### src/rtl/multi_bit_hs_tx_pkg.sv
// Shared definitions for the multi-bit req/ack handshake initiator.
// Contents: FSM state encoding and the minimum legal synchronizer depth.
package multi_bit_hs_tx_pkg;

  typedef enum logic {
    ST_IDLE     = 1'b0,
    ST_WAIT_ACK = 1'b1
  } state_e;

  localparam int unsigned SYNC_STAGES_MIN = 2;

endpackage

### src/rtl/multi_bit_hs_tx_sync.sv
// Single-bit multi-flop synchronizer for the returned ack toggle.
// Ports: clk, rst_n (async active-low, chain resets to 0), d (async input),
//        q (output of the last stage).
module multi_bit_hs_tx_sync #(
  parameter int unsigned STAGES = 2
) (
  input  logic clk,
  input  logic rst_n,
  input  logic d,
  output logic q
);

  logic [STAGES-1:0] chain;

  always_ff @(posedge clk or negedge rst_n) begin
    if (!rst_n) chain <= '0;
    else        chain <= {chain[STAGES-2:0], d};
  end

  assign q = chain[STAGES-1];

endmodule

### src/rtl/multi_bit_hs_tx.sv
// Source side of a multi-bit req/ack CDC handshake: captures a word, holds it
// on tx_data, flips tx_req and waits for the synchronized tx_ack to match.
// Ports: clk, rst_n (async active-low); in_valid/in_ready/din upstream port;
//        tx_data/tx_req to destination, tx_ack back from it; done pulse,
//        busy level, timeout_err pulse, err_sticky flag with err_clr clear.
module multi_bit_hs_tx
  import multi_bit_hs_tx_pkg::*;
#(
  parameter int unsigned DATA_WIDTH     = 8,
  parameter int unsigned SYNC_STAGES    = 2,
  parameter int unsigned TIMEOUT_CYCLES = 256
) (
  input  logic                  clk,
  input  logic                  rst_n,
  input  logic                  in_valid,
  output logic                  in_ready,
  input  logic [DATA_WIDTH-1:0] din,
  output logic [DATA_WIDTH-1:0] tx_data,
  output logic                  tx_req,
  input  logic                  tx_ack,
  output logic                  done,
  output logic                  busy,
  output logic                  timeout_err,
  output logic                  err_sticky,
  input  logic                  err_clr
);

  localparam int unsigned CNT_W =
    (TIMEOUT_CYCLES > 0) ? $clog2(TIMEOUT_CYCLES + 1) : 1;

  if (SYNC_STAGES < SYNC_STAGES_MIN) begin : g_bad_sync
    $error("SYNC_STAGES must be at least SYNC_STAGES_MIN");
  end

  state_e state, state_nxt;
  logic   ack_s;
  logic   accept_c;
  logic   match_c;

  multi_bit_hs_tx_sync #(.STAGES(SYNC_STAGES)) u_ack_sync (
    .clk   (clk),
    .rst_n (rst_n),
    .d     (tx_ack),
    .q     (ack_s)
  );

  // State register
  always_ff @(posedge clk or negedge rst_n) begin
    if (!rst_n) state <= ST_IDLE;
    else        state <= state_nxt;
  end

  // Next state; ack toggles seen while idle are spurious and ignored
  always_comb begin
    state_nxt = state;
    accept_c  = 1'b0;
    match_c   = 1'b0;
    case (state)
      ST_IDLE: begin
        if (in_valid) begin
          accept_c  = 1'b1;
          state_nxt = ST_WAIT_ACK;
        end
      end
      ST_WAIT_ACK: begin
        if (ack_s == tx_req) begin
          match_c   = 1'b1;
          state_nxt = ST_IDLE;
        end
      end
      default: state_nxt = ST_IDLE;
    endcase
  end

  // Held word, request toggle and handshake status outputs
  always_ff @(posedge clk or negedge rst_n) begin
    if (!rst_n) begin
      tx_data  <= '0;
      tx_req   <= 1'b0;
      in_ready <= 1'b1;
      done     <= 1'b0;
      busy     <= 1'b0;
    end else begin
      done     <= match_c;
      in_ready <= (state_nxt == ST_IDLE);
      busy     <= (state_nxt == ST_WAIT_ACK);
      if (accept_c) begin
        tx_data <= din;
        tx_req  <= ~tx_req;
      end
    end
  end

  if (TIMEOUT_CYCLES > 0) begin : g_tmo
    localparam logic [CNT_W-1:0] CNT_LAST = CNT_W'(TIMEOUT_CYCLES - 1);
    localparam logic [CNT_W-1:0] CNT_SAT  = CNT_W'(TIMEOUT_CYCLES);

    logic [CNT_W-1:0] cnt;
    logic             tmo_c;

    // Counter saturates past CNT_LAST so the error fires only once per transfer;
    // a match in the same cycle takes priority over the timeout.
    assign tmo_c = (state == ST_WAIT_ACK) && !match_c && (cnt == CNT_LAST);

    always_ff @(posedge clk or negedge rst_n) begin
      if (!rst_n) begin
        cnt         <= '0;
        timeout_err <= 1'b0;
        err_sticky  <= 1'b0;
      end else begin
        timeout_err <= tmo_c;
        if (accept_c)                               cnt <= '0;
        else if (state == ST_WAIT_ACK && cnt != CNT_SAT) cnt <= cnt + CNT_W'(1);
        if (tmo_c)        err_sticky <= 1'b1;
        else if (err_clr) err_sticky <= 1'b0;
      end
    end
  end else begin : g_no_tmo
    logic unused_err_clr;
    assign unused_err_clr = err_clr;
    assign timeout_err    = 1'b0;
    assign err_sticky     = 1'b0;
  end

endmodule

### config.mk
export PLATFORM = sky130hd
export DESIGN_NAME = multi_bit_hs_tx
export DESIGN_NICKNAME = d
export VERILOG_FILES = /design/src/rtl/multi_bit_hs_tx_pkg.sv /design/src/rtl/multi_bit_hs_tx_sync.sv /design/src/rtl/multi_bit_hs_tx.sv
export SDC_FILE = /design/constraint.sdc
export NUM_CORES = 1
export LEC_CHECK = 0
export CAP_MARGIN = 0
export CORE_MARGIN = 2
export CORE_UTILIZATION = 51
export CTS_CLUSTER_SIZE = 28
export DETAILED_ROUTE_END_ITERATION = 7
export PLACE_DENSITY = 0.87
export SYNTH_ARGS = -nofsm -noshare
export SYNTH_HDL_FRONTEND = slang
export SYNTH_SLANG_ARGS = --single-unit
### constraint.sdc
create_clock -name clk -period 2.5 [get_ports clk]
set_clock_uncertainty 0.1 [all_clocks]
set_input_delay 0.5 -clock clk [delete_from_list [all_inputs] [get_ports clk]]
set_output_delay 0.5 -clock clk [all_outputs]
set_load 0.005 [all_outputs]
# Word level (Yosys, flattened, before mapping)

Index checks and enable logic that the tools add are counted.

Flip-flop bits (word level): 25
Input bits: 13
Output and inout bits: 14
Logic and storage cells: 32

$add $sub $neg: 1
Equal/unequal tests: 3
Muxes and demuxes: 10
Bitwise operators: 3
Reduce and logical (&&, ||, !) cells: 6

Operator list:

| operator                                                         | count |
|---|---|
| 9-bit 2-to-1 mux                                                 | 2 |
| 9-bit by 1-bit adder with 9-bit output (second input constant)   | 1 |
| 9-bit by 8-bit == test with 1-bit output (second input constant) | 1 |
| 9-bit inequality test (second input constant)                    | 1 |
| 1-bit 2-to-1 mux                                                 | 7 |
| 2-bit nonzero test                                               | 2 |
| 1-bit logical AND                                                | 3 |
| 1-bit NOT                                                        | 3 |
| 1-bit case mux with 2 select lines                               | 1 |
| 1-bit == test                                                    | 1 |
| 1-bit logical NOT                                                | 1 |

# Longest topological paths before layout

Word-level depth: 7
Mapped depth: 7
Gate-level depth less buffers: 7

# Modules after synthesis

A second synthesis with hierarchy kept.

Cell total of the unflattened synthesis: 93
Area, all modules: 1078.5 um2

Modules (own cells, without submodules):

| module               | times used | cells an instance | area an instance (um2) | sequential area each (um2) |
|---|---|---|---|---|
| multi_bit_hs_tx      | 1          | 91                | 1028.5                 | 576.8 |
| multi_bit_hs_tx_sync | 1          | 2                 | 50.0                   | 50.0 |

# Least setup slack after synthesis

OpenSTA, ideal clock, no wires.

Path kind: register to register
From: reg g_tmo.cnt[0]
To: reg g_tmo.cnt[8]
Library setup time: 82 ps
Arrival: 1397 ps
Data required time: 2318 ps
Setup slack: 921 ps
Cell stages (with the launch flop): 7
Path buffers: 0
Period minus slack after synthesis: 1579 ps
Cell sequence: dfrtp_1 -> ha_1 -> and3_1 -> nand3_2 -> nor2_1 -> ha_1 -> o22ai_1

Word-level cells in the longest chain between the ends: 3
Elaborated cells on any way between the ends: 6
Those cells by class: add/sub: 1; eq/ne: 1; mux: 2; reduce/logical: 2

Ends and longest elaborated chain:

| element                                                                                | line                   | source |
|---|---|---|
| start: declaration                                                                     | multi_bit_hs_tx.sv:98  | `logic [CNT_W-1:0] cnt;` |
| start signal: assignment                                                               | multi_bit_hs_tx.sv:113 | `else if (state == ST_WAIT_ACK && cnt != CNT_SAT) cnt <= cnt + CNT_W'(1);` |
| 9-bit by 1-bit adder with 9-bit output / 9-bit inequality test (equally long branches) | multi_bit_hs_tx.sv:113 |  |
| 9-bit 2-to-1 mux / 1-bit logical AND (equally long branches)                           | multi_bit_hs_tx.sv:113 |  |
| 9-bit 2-to-1 mux / 2-bit nonzero test (equally long branches)                          | -                      |  |

Parallel ways exist; a longest one is shown, timed or not. The select of a mux whose other input is x is not followed.
A chain may end at the register's enable or synchronous reset.

# Worst setup path after layout

From: reg busy
To: out busy

RTL lines:

| element                  | line                  | source |
|---|---|---|
| start: declaration       | multi_bit_hs_tx.sv:22 | `output logic busy,` |
| start signal: assignment | multi_bit_hs_tx.sv:86 | `busy <= (state_nxt == ST_WAIT_ACK);` |

No word-level cell between the ends.

==> impl_metrics.prom <==
# TYPE chip_impl_metric gauge
chip_impl_info{name="run_status",value="finished, final reports clean"} 1
chip_impl_metric{name="cts_resized",unit=""} 0
chip_impl_metric{name="synth.top_cell.area_share",unit="%"} 54.30
chip_impl_info{name="unrepaired_setup_endpoints_after_global_routing",value="false"} 1
chip_impl_metric{name="globalRouteTotalUtil",unit="%"} 19.90
chip_impl_metric{name="placeableCoreArea",unit="um^2"} 2002
chip_impl_metric{name="antenna_found_initial",unit=""} 0
chip_impl_metric{name="cts.sinks",unit=""} 25
chip_impl_metric{name="insertion_delay",unit="ns"} 0.32
chip_impl_metric{name="io_buffer_count",unit=""} 26
chip_impl_info{name="holdCritPathClass",value="flip-flop to flip-flop"} 1
chip_impl_metric{name="layout-drive-gt1-share",unit="%"} 13.11
chip_impl_metric{name="grt_start_max_net_pins",unit=""} 26
chip_impl_metric{name="cp_slowest_stage_delay",unit="ns"} 0.61
chip_impl_metric{name="number_of_instances_in_the_synthesized_netlist",unit=""} 92
chip_impl_metric{name="fin_ws",unit="ns"} 0.3893
chip_impl_metric{name="route.detailed.drc",unit=""} 0
chip_impl_info{name="crit_path_end_kind",value="output port"} 1
chip_impl_metric{name="synth_warnings",unit=""} 0
chip_impl_metric{name="initial_utilization",unit="%"} 55.25
chip_impl_metric{name="synthesis.nets",unit=""} 108
chip_impl_metric{name="via_per_inst",unit=""} 5.336
chip_impl_info{name="cp_cell_sequence",value="clkdlybuf4s50_1"} 1
chip_impl_metric{name="ff2ff_setup_slack",unit="ns"} 0.69
chip_impl_metric{name="layout_min_cycle_time",unit="ns"} 2.111
chip_impl_metric{name="area_delta_synth_final",unit="%"} 29.64
chip_impl_metric{name="critical_path_required",unit="ns"} 1.90
chip_impl_metric{name="avgRoutedWirePerCell",unit="um"} 14.85
chip_impl_metric{name="first_global_vias",unit=""} 804
chip_impl_metric{name="fp.dieArea",unit="um^2"} 2557
chip_impl_metric{name="syn-mean-instance-area",unit="um^2"} 12.02
chip_impl_metric{name="rows",unit=""} 16
chip_impl_metric{name="cell_variety_after_synth",unit=""} 30
chip_impl_metric{name="drt_first_iter_violations",unit=""} 9
chip_impl_metric{name="maxSlewViolCount",unit=""} 0
chip_impl_metric{name="number_of_fillers_in_the_final_layout",unit=""} 152
chip_impl_metric{name="detail_route.first_pass.iterations",unit=""} 4
chip_impl_metric{name="cts_inserted_buffers",unit=""} 3
chip_impl_metric{name="worst-path-stages",unit=""} 1
chip_impl_metric{name="synth.yosys.seq_area_share",unit="%"} 56.67
chip_impl_metric{name="drv_cap",unit=""} 0
chip_impl_metric{name="clock_path_buffers",unit=""} 2
chip_impl_metric{name="clk_pin_slew_worst_paths",unit="ns"} 0.13
chip_impl_info{name="clk_root_buffer_cell",value="sky130_fd_sc_hd__clkbuf_4"} 1
chip_impl_info{name="setup.worst_path.start_class",value="flip-flop"} 1
chip_impl_metric{name="post_synthesis_sequential_element_count",unit=""} 25
chip_impl_metric{name="place_congestion",unit=""} 0.7891
chip_impl_metric{name="chipHeight",unit="um"} 50.57
chip_impl_info{name="path_delay_family",value="flip-flops"} 1
chip_impl_info{name="layout_common_cells",value="26 x sky130_fd_sc_hd__clkdlybuf4s50_1, 24 x sky130_fd_sc_hd__dfrtp_1, 7 x sky130_fd_sc_hd__inv_1, 7 x sky130_fd_sc_hd__nand2_1"} 1
chip_impl_metric{name="wl",unit="um"} 2212
chip_impl_metric{name="top_level_ports",unit=""} 27
chip_impl_info{name="tritoncts",value="built"} 1
chip_impl_info{name="critPathKind",value="flip-flop to output port"} 1
chip_impl_info{name="top_cells_by_area_synth",value="sky130_fd_sc_hd__dfrtp_1 54%, sky130_fd_sc_hd__mux2_1 4.1%, sky130_fd_sc_hd__mux2_2 4.1%"} 1
chip_impl_metric{name="cellLeakagePower",unit="nW"} 0.6050
chip_impl_metric{name="achievable-frequency",unit="MHz"} 473.8
chip_impl_info{name="synthDominantAreaCellType",value="sky130_fd_sc_hd__dfrtp_1"} 1
chip_impl_metric{name="max-slew-margin-rel",unit="%"} 69.24
chip_impl_info{name="worst_r2r_startpoint",value="g_tmo.cnt[0]"} 1
chip_impl_metric{name="setup_viol_count_final",unit=""} 0
chip_impl_info{name="critPathLaunch",value="busy"} 1
chip_impl_metric{name="htree_num_levels",unit=""} 1
chip_impl_metric{name="critPathMaxFanout",unit=""} 14
chip_impl_metric{name="netlist_area",unit="um^2"} 1106
chip_impl_metric{name="vias",unit=""} 795
chip_impl_metric{name="slew_at_the_pin_closest_to_its_max_slew_limit",unit="ns"} 0.4597
chip_impl_metric{name="dp_worst_setup_slack",unit="ns"} 0.6266
chip_impl_metric{name="timing.final.hold_violations",unit=""} 0
chip_impl_info{name="final_common_cell",value="sky130_fd_sc_hd__clkdlybuf4s50_1"} 1
chip_impl_metric{name="detail-route-antenna-nets",unit=""} 0
chip_impl_metric{name="finalNetCount",unit=""} 139
chip_impl_metric{name="cts.hold.buffers_added",unit=""} 0
chip_impl_metric{name="critical_path.n_buffers_inverters",unit=""} 1
chip_impl_metric{name="globalRouteOverflowTotal",unit=""} 0
chip_impl_metric{name="power.density_cell_area",unit="nW/um^2"} 955.4
chip_impl_metric{name="grt_pass1_wl",unit="um"} 3643
chip_impl_info{name="cp_slowest_cell",value="sky130_fd_sc_hd__dfrtp_1"} 1
chip_impl_metric{name="post_cts.repair.setup_buffers",unit=""} 0
chip_impl_metric{name="worst-endpoint-arrival",unit="ns"} 1.51
chip_impl_metric{name="total_negative_setup_slacks",unit="ns"} 0
chip_impl_metric{name="finalCritPeriodShare",unit="%"} 84.43
chip_impl_metric{name="dp_hpwl",unit="um"} 1659
chip_impl_metric{name="worst_ir_drop_vdd",unit="mV"} 0.5846
chip_impl_metric{name="logic_depth_of_the_worst_register_to_register_path",unit=""} 6
chip_impl_metric{name="num_antenna_cells",unit=""} 0
chip_impl_metric{name="hold_ws",unit="ns"} 0.2892
chip_impl_info{name="cp-endpoint",value="busy"} 1
chip_impl_metric{name="worst_hold_path.num_cells",unit=""} 0
chip_impl_info{name="r2r-end",value="g_tmo.cnt[8]"} 1
chip_impl_metric{name="die_width",unit="um"} 50.57
==> worst min path at each step <==
stage / start / endpoint / slack, ns
3_3_place_gp: u_ack_sync.chain[0] / u_ack_sync.chain[1] / 0.23
5_1_grt: u_ack_sync.chain[0] / u_ack_sync.chain[1] / 0.29
2_1_floorplan: rst_n / busy / 0.10
3_5_place_dp: u_ack_sync.chain[0] / u_ack_sync.chain[1] / 0.26
4_1_cts: u_ack_sync.chain[0] / u_ack_sync.chain[1] / 0.29
6_report: u_ack_sync.chain[0] / u_ack_sync.chain[1] / 0.29
==> where the power goes <==
| group | total [W] | switching (W) | internal [W] |
|---|---|---|---|
| logic | 0.000534 | 0.000200 | 0.000334 |
| registers | 0.000657 | 0.000120 | 0.000537 |
| clock network | 0.000179 | 0.000116 | 0.0000625 |
| total | 0.00137 | 0.000436 | 0.000934 |
==> stage by stage <==
stage / cell area [um^2] / utilization, % / total power, W / instances
after global routing: 1434 / 71.63 / 0.001464 / 149
after CTS: 1434 / 71.63 / 0.001384 / 149
after detailed placement: 1408 / 70.31 / 0.001199 / 145
after global placement: 1408 / 70.31 / 0.001170 / 145
final: 1434 / 71.63 / 0.001370 / 149
after floorplan: 1106 / - / 0.0009019 / 92
==> cell families (layout without fill, tap and decap cells) <==
logic type,after synthesis,count (layout),share of synthesized area [%]
simple gates,26,26,13.23
flops,25,25,56.68
compound gates,15,15,10.52
mux,11,11,10.86
buf+inv,10,40,3.733
fa+ha+maj,3,3,3.394
xor+xnor,2,2,1.584
==> synthesized netlist by cell type (all sizes together) <==
master / n
xor2: 1
xnor2: 1
nand3: 4
a31oi: 2
dfstp: 1
o311ai: 1
mux2: 8
and2: 1
nand2: 7
nor3: 1
nand2b: 3
nor2b: 2
a21bo: 1
a21oi: 2
o21ai: 3
nor2: 4
dfrtp: 24
buf: 3
mux2i: 3
inv: 7
a41oi: 1
nor4: 1
ha: 3
a31o: 1
and4bb: 1
o22ai: 4
and3: 2
==> per-layer routing <==
| layer | share of wire, % | track usage (%) | up-vias |
|---|---|---|---|
| met3 | 2.9 | 2.679 | 5 |
| met2 | 53 | 33.77 | 19 |
| met4 | 2.3 | 11.71 | 0 |
| met1 | 42 | 24.10 | 395 |
| li1 | - | - | 376 |
| met5 | 0 | 0 | - |
==> registers in the layout, summed over array words and instances, names as in the netlist <==
name	cells
u_ack_sync.chain	2
tx_req	1
done	1
g_tmo.cnt	9
tx_data	8
err_sticky	1
busy	1
in_ready	1
timeout_err	1
==> final cells by class <==
cell class                      count  area [um^2]  share of cell area (%)
Sequential cell                    25        626.9                   43.72
Clock buffer                        4        26.28                   1.832
Tap cell                           27        33.78                   2.356
Timing Repair Buffer               29        282.8                   19.72
Multi-Input combinational cell     57        437.9                   30.54
Inverter                            7        26.28                   1.832
No activity file was read; power rests on OpenSTA's default activity.
